--- src/rtl/npc_pkg.sv ---
// rtl/npc_pkg.sv - shared fetch-stage constants: state codes, response code, reset PC
package npc_pkg;

    typedef logic [1:0] fetch_state_t;

    localparam fetch_state_t S_IDLE   = 2'd0;
    localparam fetch_state_t S_REQ    = 2'd1;
    localparam fetch_state_t S_WAIT_R = 2'd2;
    localparam fetch_state_t S_HOLD   = 2'd3;

    localparam logic [1:0]  RESP_OKAY        = 2'b00;
    localparam logic [31:0] DEFAULT_RESET_PC = 32'h8000_0000;

endpackage

--- src/rtl/ifu_perf_cnt.sv ---
// rtl/ifu_perf_cnt.sv - fetch/wait-cycle counters, built only with IFU_PERF_CNT_EN
`ifdef IFU_PERF_CNT_EN
module ifu_perf_cnt (
    input  logic        clk,
    input  logic        rst,
    input  logic        fetch_inc,
    input  logic        wait_inc,
    output logic [31:0] fetch_cnt,
    output logic [31:0] wait_cyc
);

    always_ff @(posedge clk) begin
        if (rst) begin
            fetch_cnt <= 32'd0;
            wait_cyc  <= 32'd0;
        end else begin
            if (fetch_inc) fetch_cnt <= fetch_cnt + 32'd1;
            if (wait_inc)  wait_cyc  <= wait_cyc + 32'd1;
        end
    end

endmodule
`endif

--- src/rtl/ifu_fetch.sv ---
// rtl/ifu_fetch.sv - PC owner and single-outstanding AR/R fetch FSM feeding decode
// Optional perf counters via IFU_PERF_CNT_EN.
module ifu_fetch
    import npc_pkg::*;
#(
    parameter logic [31:0] RESET_PC   = DEFAULT_RESET_PC,
    parameter logic [31:0] ILEN_BYTES = 32'd4
) (
    input  logic        clk,
    input  logic        rst,
    output logic [31:0] araddr,
    output logic        arvalid,
    input  logic        arready,
    input  logic [31:0] rdata,
    input  logic [1:0]  rresp,
    input  logic        rvalid,
    output logic        rready,
    output logic [31:0] instF,
    output logic [31:0] pcF,
    output logic [31:0] snpcF,
    output logic        fetch_err,
    output logic        m_valid,
    input  logic        m_ready,
    input  logic        redirect_valid,
    input  logic [31:0] redirect_pc
`ifdef IFU_PERF_CNT_EN
    ,
    output logic [31:0] perf_fetch_cnt,
    output logic [31:0] perf_wait_cyc
`endif
);

    fetch_state_t state;
    logic [31:0]  pc;
    logic [31:0]  redir_pc;
    logic         redir_pend;
    logic         stale;
    logic         take_redir;
    logic [31:0]  redir_target;

    assign araddr  = pc;
    assign arvalid = (state == S_REQ);
    assign rready  = (state == S_WAIT_R);
    assign m_valid = (state == S_HOLD);

    // A same-cycle redirect always beats the captured one.
    assign take_redir   = redirect_valid | redir_pend;
    assign redir_target = redirect_valid ? redirect_pc : redir_pc;

    always_ff @(posedge clk) begin
        if (rst) begin
            state      <= S_IDLE;
            pc         <= RESET_PC;
            redir_pc   <= RESET_PC;
            redir_pend <= 1'b0;
            stale      <= 1'b0;
            instF      <= 32'd0;
            pcF        <= RESET_PC;
            snpcF      <= RESET_PC + ILEN_BYTES;
            fetch_err  <= 1'b0;
        end else begin
            if (redirect_valid && state != S_IDLE) begin
                redir_pend <= 1'b1;
                redir_pc   <= redirect_pc;
            end
            case (state)
                S_IDLE: state <= S_REQ;
                S_REQ: begin
                    // araddr stays put; the request completes and is dropped later.
                    if (redirect_valid) stale <= 1'b1;
                    if (arready) state <= S_WAIT_R;
                end
                S_WAIT_R: begin
                    if (redirect_valid) stale <= 1'b1;
                    if (rvalid) begin
                        if (stale || redirect_valid) begin
                            stale      <= 1'b0;
                            redir_pend <= 1'b0;
                            pc         <= take_redir ? redir_target : pc;
                            state      <= S_REQ;
                        end else begin
                            instF     <= rdata;
                            pcF       <= pc;
                            snpcF     <= pc + ILEN_BYTES;
                            fetch_err <= (rresp != RESP_OKAY);
                            state     <= S_HOLD;
                        end
                    end
                end
                S_HOLD: begin
                    // Consumed or flushed, either way the next fetch starts now.
                    if (m_ready || redirect_valid) begin
                        redir_pend <= 1'b0;
                        pc         <= take_redir ? redir_target : snpcF;
                        state      <= S_REQ;
                    end
                end
                default: state <= S_IDLE;
            endcase
        end
    end

`ifdef IFU_PERF_CNT_EN
    ifu_perf_cnt u_perf (
        .clk       (clk),
        .rst       (rst),
        .fetch_inc (m_valid & m_ready),
        .wait_inc  (state == S_REQ || state == S_WAIT_R),
        .fetch_cnt (perf_fetch_cnt),
        .wait_cyc  (perf_wait_cyc)
    );
`endif

endmodule

--- config.mk ---
export PLATFORM = sky130hd
export DESIGN_NAME = ifu_fetch
export DESIGN_NICKNAME = d
export VERILOG_FILES = /design/src/rtl/npc_pkg.sv /design/src/rtl/ifu_perf_cnt.sv /design/src/rtl/ifu_fetch.sv
export SDC_FILE = /design/constraint.sdc
export NUM_CORES = 1
export LEC_CHECK = 0
export CAP_MARGIN = 10
export CORE_ASPECT_RATIO = 0.75
export CORE_MARGIN = 4
export CORE_UTILIZATION = 25
export CTS_BUF_LIST = sky130_fd_sc_hd__clkbuf_8
export DETAILED_ROUTE_END_ITERATION = 10
export PLACE_DENSITY_LB_ADDON = 0.12
export SYNTH_ARGS = -nofsm -noshare
export SYNTH_HDL_FRONTEND = slang
export SYNTH_SLANG_ARGS = --single-unit
--- constraint.sdc ---
create_clock -name clk -period 1.75 [get_ports clk]
set_input_delay 0.35 -clock clk [delete_from_list [all_inputs] [get_ports clk]]
set_output_delay 0.35 -clock clk [all_outputs]
set_load 0.02 [all_outputs]
# Word level (Yosys, flattened, before mapping)
# Index checks and enable logic that the tools add are counted.
# Widths: inputs -> output; s select.
dict set report totals {
  ff_bits 165
  out_inout_bits 132
  word_cells 52
}
dict set report op_classes {
  n_addsub 1
  n_eq_ne 8
  n_mux 21
  bitwise_logic 2
  n_reduce_logical 11
}
# cell count
set op_table {}
lappend op_table {{$mux 32} 6}
lappend op_table {{$pmux 32 s2} 1}
lappend op_table {{$add 32x3->32 const B} 1}
lappend op_table {{$mux 2} 4}
lappend op_table {{$ne 2x1->1 const B} 4}
lappend op_table {{$pmux 2 s4} 1}
lappend op_table {{$reduce_bool 2->1} 4}
lappend op_table {{$mux 1} 7}
lappend op_table {{$reduce_and 3->1} 2}
lappend op_table {{$reduce_and 5->1} 1}
lappend op_table {{$eq 2x2->1 const B} 2}
lappend op_table {{$pmux 1 s2} 2}
lappend op_table {{$eq 2x1->1 const B} 1}
lappend op_table {{$logic_not 2->1} 1}
lappend op_table {{$logic_or 1x1->1} 2}
lappend op_table {{$ne 2x2->1 const B} 1}
lappend op_table {{$logic_and 1x1->1} 1}
lappend op_table {{$not 1->1} 1}
lappend op_table {{$or 1x1->1} 1}

# Longest topological paths before layout
dict set report depth {
  depth_word 6
  mapped_depth 9
  ltp_nobuf 7
}

# Least setup slack after synthesis
# Ideal clock, no wire load.
dict set report synth_path {
  path_kind {reg-to-reg}
  start {register state[0]}
  end {register pc[6], in the netlist araddr[6]}
  setup_time_ns 0.128
  arrival_time_ns 1.927
  t_required_ns 1.622
  slack_ns -0.305
  path_stages_with_launch 8
  cell_sequence {dfxtp_1 inv_1 ha_1 nor2b_1 nor4_4 buf_2 mux2i_1 nor2_1}
}
dict set report synth_via {
  elab_chain_len 3
  elab_cells_between_ends 9
  classes_between {6 x eq/ne; 1 x mux; 2 x reduce/logical}
}
# element line_no
set synth_lines {}
lappend synth_lines {{start, declared} ifu_fetch.sv:33} ;# fetch_state_t state;
lappend synth_lines {{start signal, assigned} ifu_fetch.sv:52} ;# state <= S_IDLE;
lappend synth_lines {{start signal, assigned} ifu_fetch.sv:67} ;# S_IDLE: state <= S_REQ;
lappend synth_lines {{start signal, assigned} ifu_fetch.sv:71} ;# if (arready) state <= S_WAIT_R;
lappend synth_lines {{$eq 2x2->1 *} -}
lappend synth_lines {{via rready} ifu_fetch.sv:17} ;# output logic rready,
lappend synth_lines {{$ne 2x1->1 (no source line), or another cell as far along} -}
lappend synth_lines {{$reduce_and 5->1 (no source line)} -}
lappend synth_lines {{end signal, assigned} ifu_fetch.sv:79} ;# pc <= take_redir ? redir_target : pc;
lappend synth_lines {{end signal, assigned} ifu_fetch.sv:94} ;# pc <= take_redir ? redir_target : snpcF;
lappend synth_lines {{end, declared} ifu_fetch.sv:34} ;# logic [31:0] pc;
# Mark *: on every way through the listed nets, which the timed path passes. The rest lies on a longest branch.
# A chain may end at the register's enable or synchronous reset.

# Worst setup path in the final report
dict set report layout_path {
  start {register state[1]}
  end {register snpcF[18]}
}
dict set report layout_via {
  elab_chain_len 2
}
# element line_no
set layout_lines {}
lappend layout_lines {{$eq 2x2->1} ifu_fetch.sv:66} ;# case (state)
lappend layout_lines {{$reduce_and 3->1 (no source line)} -}
lappend layout_lines {{end signal, assigned} ifu_fetch.sv:59} ;# snpcF <= RESET_PC + ILEN_BYTES;
lappend layout_lines {{end signal, assigned} ifu_fetch.sv:84} ;# snpcF <= pc + ILEN_BYTES;
lappend layout_lines {{end, declared} ifu_fetch.sv:20} ;# output logic [31:0] snpcF,
# No other way between the ends.

==> results_dict.tcl <==
set metrics [dict create \
    core_region_area_um2 27300 \
    first_global_vias 6353 \
    crit_top_cell "buf_12" \
    ys_top_cells_by_area "dfxtp_1 47%, nand2_1 13%, mux2i_1 9.0%" \
    synth.largest_area_cell "dfxtp_1" \
    reg2regPathDepth 11 \
    cts-root-buf "clkbuf_8" \
    synthToLayoutAreaGrowth_pct 58.9 \
    syn-instance-count 868 \
    max_freq_mhz 535 \
    finalSetupViolCount 59 \
    die_area_um2 30800 \
    ys_ff_latch 163 \
    yosysWarnings 0 \
    tritoncts "yes" \
    violations "negative setup slack" \
    worst_path_max_delay_cell "dfxtp_4" \
    final_nets 1205 \
    cts_num_sinks 163 \
    diodes 0 \
    dp_cells 1423 \
    status "complete, but fails checks" \
    leakage_nw 4.55 \
    path_class "reg -> reg" \
    worst_pin_slew_ns 0.389 \
    grt_antenna_before_repair 1 \
    cts_max_level 4 \
    r2r_slack_ns -0.12 \
    path_max_fanout 8 \
    path_delay_family "buffers and inverters" \
    holdPathEnd "araddr[10]" \
    path_cells "ha_4 > nand2b_4 > buf_12 > nor3b_4 > buf_6 > buf_12 > buf_12 > buf_16 > buf_12 > nor2_1 > a211oi_1" \
    syn_area_per_cell_um2 8.06 \
    drt_pre_antenna_iters 4 \
    final_antenna_net_count 0 \
    crit_arrival_ns 2.25 \
    worstSetupEndpointType "flop" \
    chipHeight_um 153 \
    cts_made_buffers 17 \
    gp_congestion 0.723 \
    rows 52 \
    powerDensity_nw_per_um2 757 \
    path_clk_slew_ns 0.11 \
    finalNonFillerCells 1491 \
    fill_cells 2823 \
    synth_fp_nets 946 \
    max_stage_delay_ns 0.39 \
    io_pins 204 \
    synth-seq-area-share_pct 46.6 \
    worstReg2RegEnd "snpcF[18]" \
    grt_setup_unrepaired "true" \
    period_share_pct 107 \
    hold-path-cell-count 2 \
    cap_violations 0 \
    hold_path_class "in -> reg" \
    drt_iter0_markers 377 \
    fin_tns_setup_ns -3.09 \
    synth.distinct_cells 40 \
    min_period_ns 1.87 \
    peakVddDrop_v 0.000463 \
    clock_path_buffers 2 \
    report.final.slew_viol_count 0 \
    reg2reg_from "state[1]" \
    setup_ws_ns -0.118 \
    viasPerCell 4.53 \
    num_vias 6760 \
    required_ns 2.14 \
    worstHoldStart "rst" \
    drc 0 \
    hold_viol 0 \
    wirelength_mm 25.8 \
    grt_start_max_net_pins 65 \
    start_util_pct 25.7 \
    synth_top_area_share_pct 46.6 \
    start_kind "flop" \
    synth_area_um2 7000 \
    die_w_um 201 \
    io_buffers 203 \
    grt_pass1_wl_mm 38.3 \
    hpwlAfterDp_mm 16.7 \
    route.detailed.wl_per_inst_um 17.3 \
    track_usage_pct 15.7 \
    final_layout_size_suffix_gt1_share_pct 18.4 \
    grt-ovfl-total 0 \
    finClkSkew_ns 0.0183 \
    clk_latency_ns 0.47 \
    path_buf_inv 6 \
    timing.slew.headroom_pct 73.8 \
]
## report_power, final
group          switching [mW]  internal (mW)
registers              0.0740           3.82
logic                   0.648          0.638
clock network            1.58           1.66
total                    2.31           6.11
## worst register-to-register path, delay by kind of cell, from the launching register on
kind                     cells  cell delay [ns]
buffers and inverters        6             0.73
flip-flops                   1             0.39
AND/OR/NAND/NOR              3             0.29
adder cells (fa/ha/maj)      1             0.20
AO/OA/AOI/OAI                1             0.19
## worst max path at each step
stage,depth (start not counted),end,startpoint,slack (ns)
finish,11,snpcF[18],state[1],-0.12
global route,11,araddr[20],state[0],-0.21
CTS,10,araddr[17],state[0],-0.16
detailed placement,7,araddr[17],m_ready,-0.35
global placement,7,araddr[16],m_ready,-0.30
floorplan,7,snpcF[31],araddr[5],-0.07
## registers in the layout (all words and copies together), names as in the netlist
name,count
pcF,32
snpcF,30
araddr,32
redir_pend,1
redir_pc,32
state,2
stale,1
instF,32
fetch_err,1
## cells in the final DEF, fill, tap and decap left out, types with 5 or more instances in the layout
| master | Yosys | layout |
|---|---|---|
| nand2_1 | 238 | 236 |
| dfxtp_1 | 163 | 147 |
| dlygate4sd2_1 | 0 | 121 |
| a21oi_1 | 98 | 97 |
| clkdlybuf4s50_1 | 0 | 69 |
| nor2_1 | 72 | 66 |
| buf_4 | 2 | 64 |
| mux2i_1 | 63 | 60 |
| o21ai_0 | 33 | 33 |
| a211oi_1 | 27 | 23 |
| xnor2_1 | 22 | 22 |
| buf_12 | 0 | 20 |
| clkbuf_8 | 0 | 19 |
| dfxtp_2 | 0 | 11 |
| nand3_1 | 10 | 9 |
| nor3_1 | 16 | 8 |
| clkbuf_16 | 0 | 7 |
| buf_6 | 1 | 7 |
| clkdlybuf4s15_1 | 0 | 6 |
| nor3_4 | 0 | 5 |
| dfxtp_4 | 0 | 5 |
| buf_16 | 0 | 5 |
| buf_8 | 0 | 5 |
## cell type report
class / count / area (um2) / share of cell area [%]
clock buffer: 19 / 262 / 2.35
clock inverter: 13 / 193 / 1.73
inverter: 4 / 15.0 / 0.135
multi-input combinational: 633 / 3740 / 33.6
sequential: 163 / 3300 / 29.6
tap: 351 / 439 / 3.95
timing repair buffer: 308 / 3180 / 28.6
## Yosys cell counts
cell type / n
or3_1: 3
and4_1: 2
or2_2: 1
nand2_1: 238
buf_1: 2
nor4_4: 1
o21bai_1: 1
nor4_1: 2
xor2_1: 4
a311oi_1: 2
nor2b_1: 3
mux2i_1: 63
or3_2: 1
nor3b_1: 1
nor2_1: 72
nor3_1: 16
buf_2: 11
a211oi_1: 27
nand4_2: 2
o21ai_0: 33
nor3b_2: 2
nor4_2: 1
clkbuf_2: 2
inv_1: 4
a21oi_1: 98
nand4_1: 4
o211a_1: 1
buf_4: 2
and3_1: 4
buf_6: 1
o311a_1: 1
nand3b_1: 3
nand2b_1: 6
xnor2_1: 22
or2_1: 1
clkbuf_1: 50
o211ai_1: 2
dfxtp_1: 163
ha_1: 6
nand3_1: 10
## per-layer routing
layer	wire [um]	vias up	GRT usage, %
met2	10900	150	22.4
li1	-	3427	-
met5	13	-	0
met1	13100	3167	23.1
met4	237	2	3.38
met3	1490	14	5.27
## cell families after synthesis
group	share of synthesized area, %
and+or+nand+nor	22.6
AOI/OAI and AO/OA	13.1
DFF	46.6
buffers and inverters	4.31
muxes	9.01
xor gates and xnor gates	3.25
adders and majority gates	1.07
## stage by stage
step                worst slack, ns  hold slack [ns]  total power [mW]  utilization [%]  cell area, um2
finish                       -0.118            0.179              8.42             40.8           11100
floorplan                   -0.0671            0.436              4.55                -            7120
global route                 -0.211            0.147              8.82             40.8           11100
detailed placement           -0.348            0.446              5.12             36.5            9950
CTS                          -0.156            0.140              8.47             38.3           10400
global placement             -0.296            0.441              5.12             36.5            9950
## what timing repair did
item	in CTS	in global routing
pin swaps	1	35
gates resized for setup	165	65
setup endpoints to repair	202	100
cloned	3	7
setup buffers	3	23
hold buffers	0	0
Power figures use the tool's default switching activity.
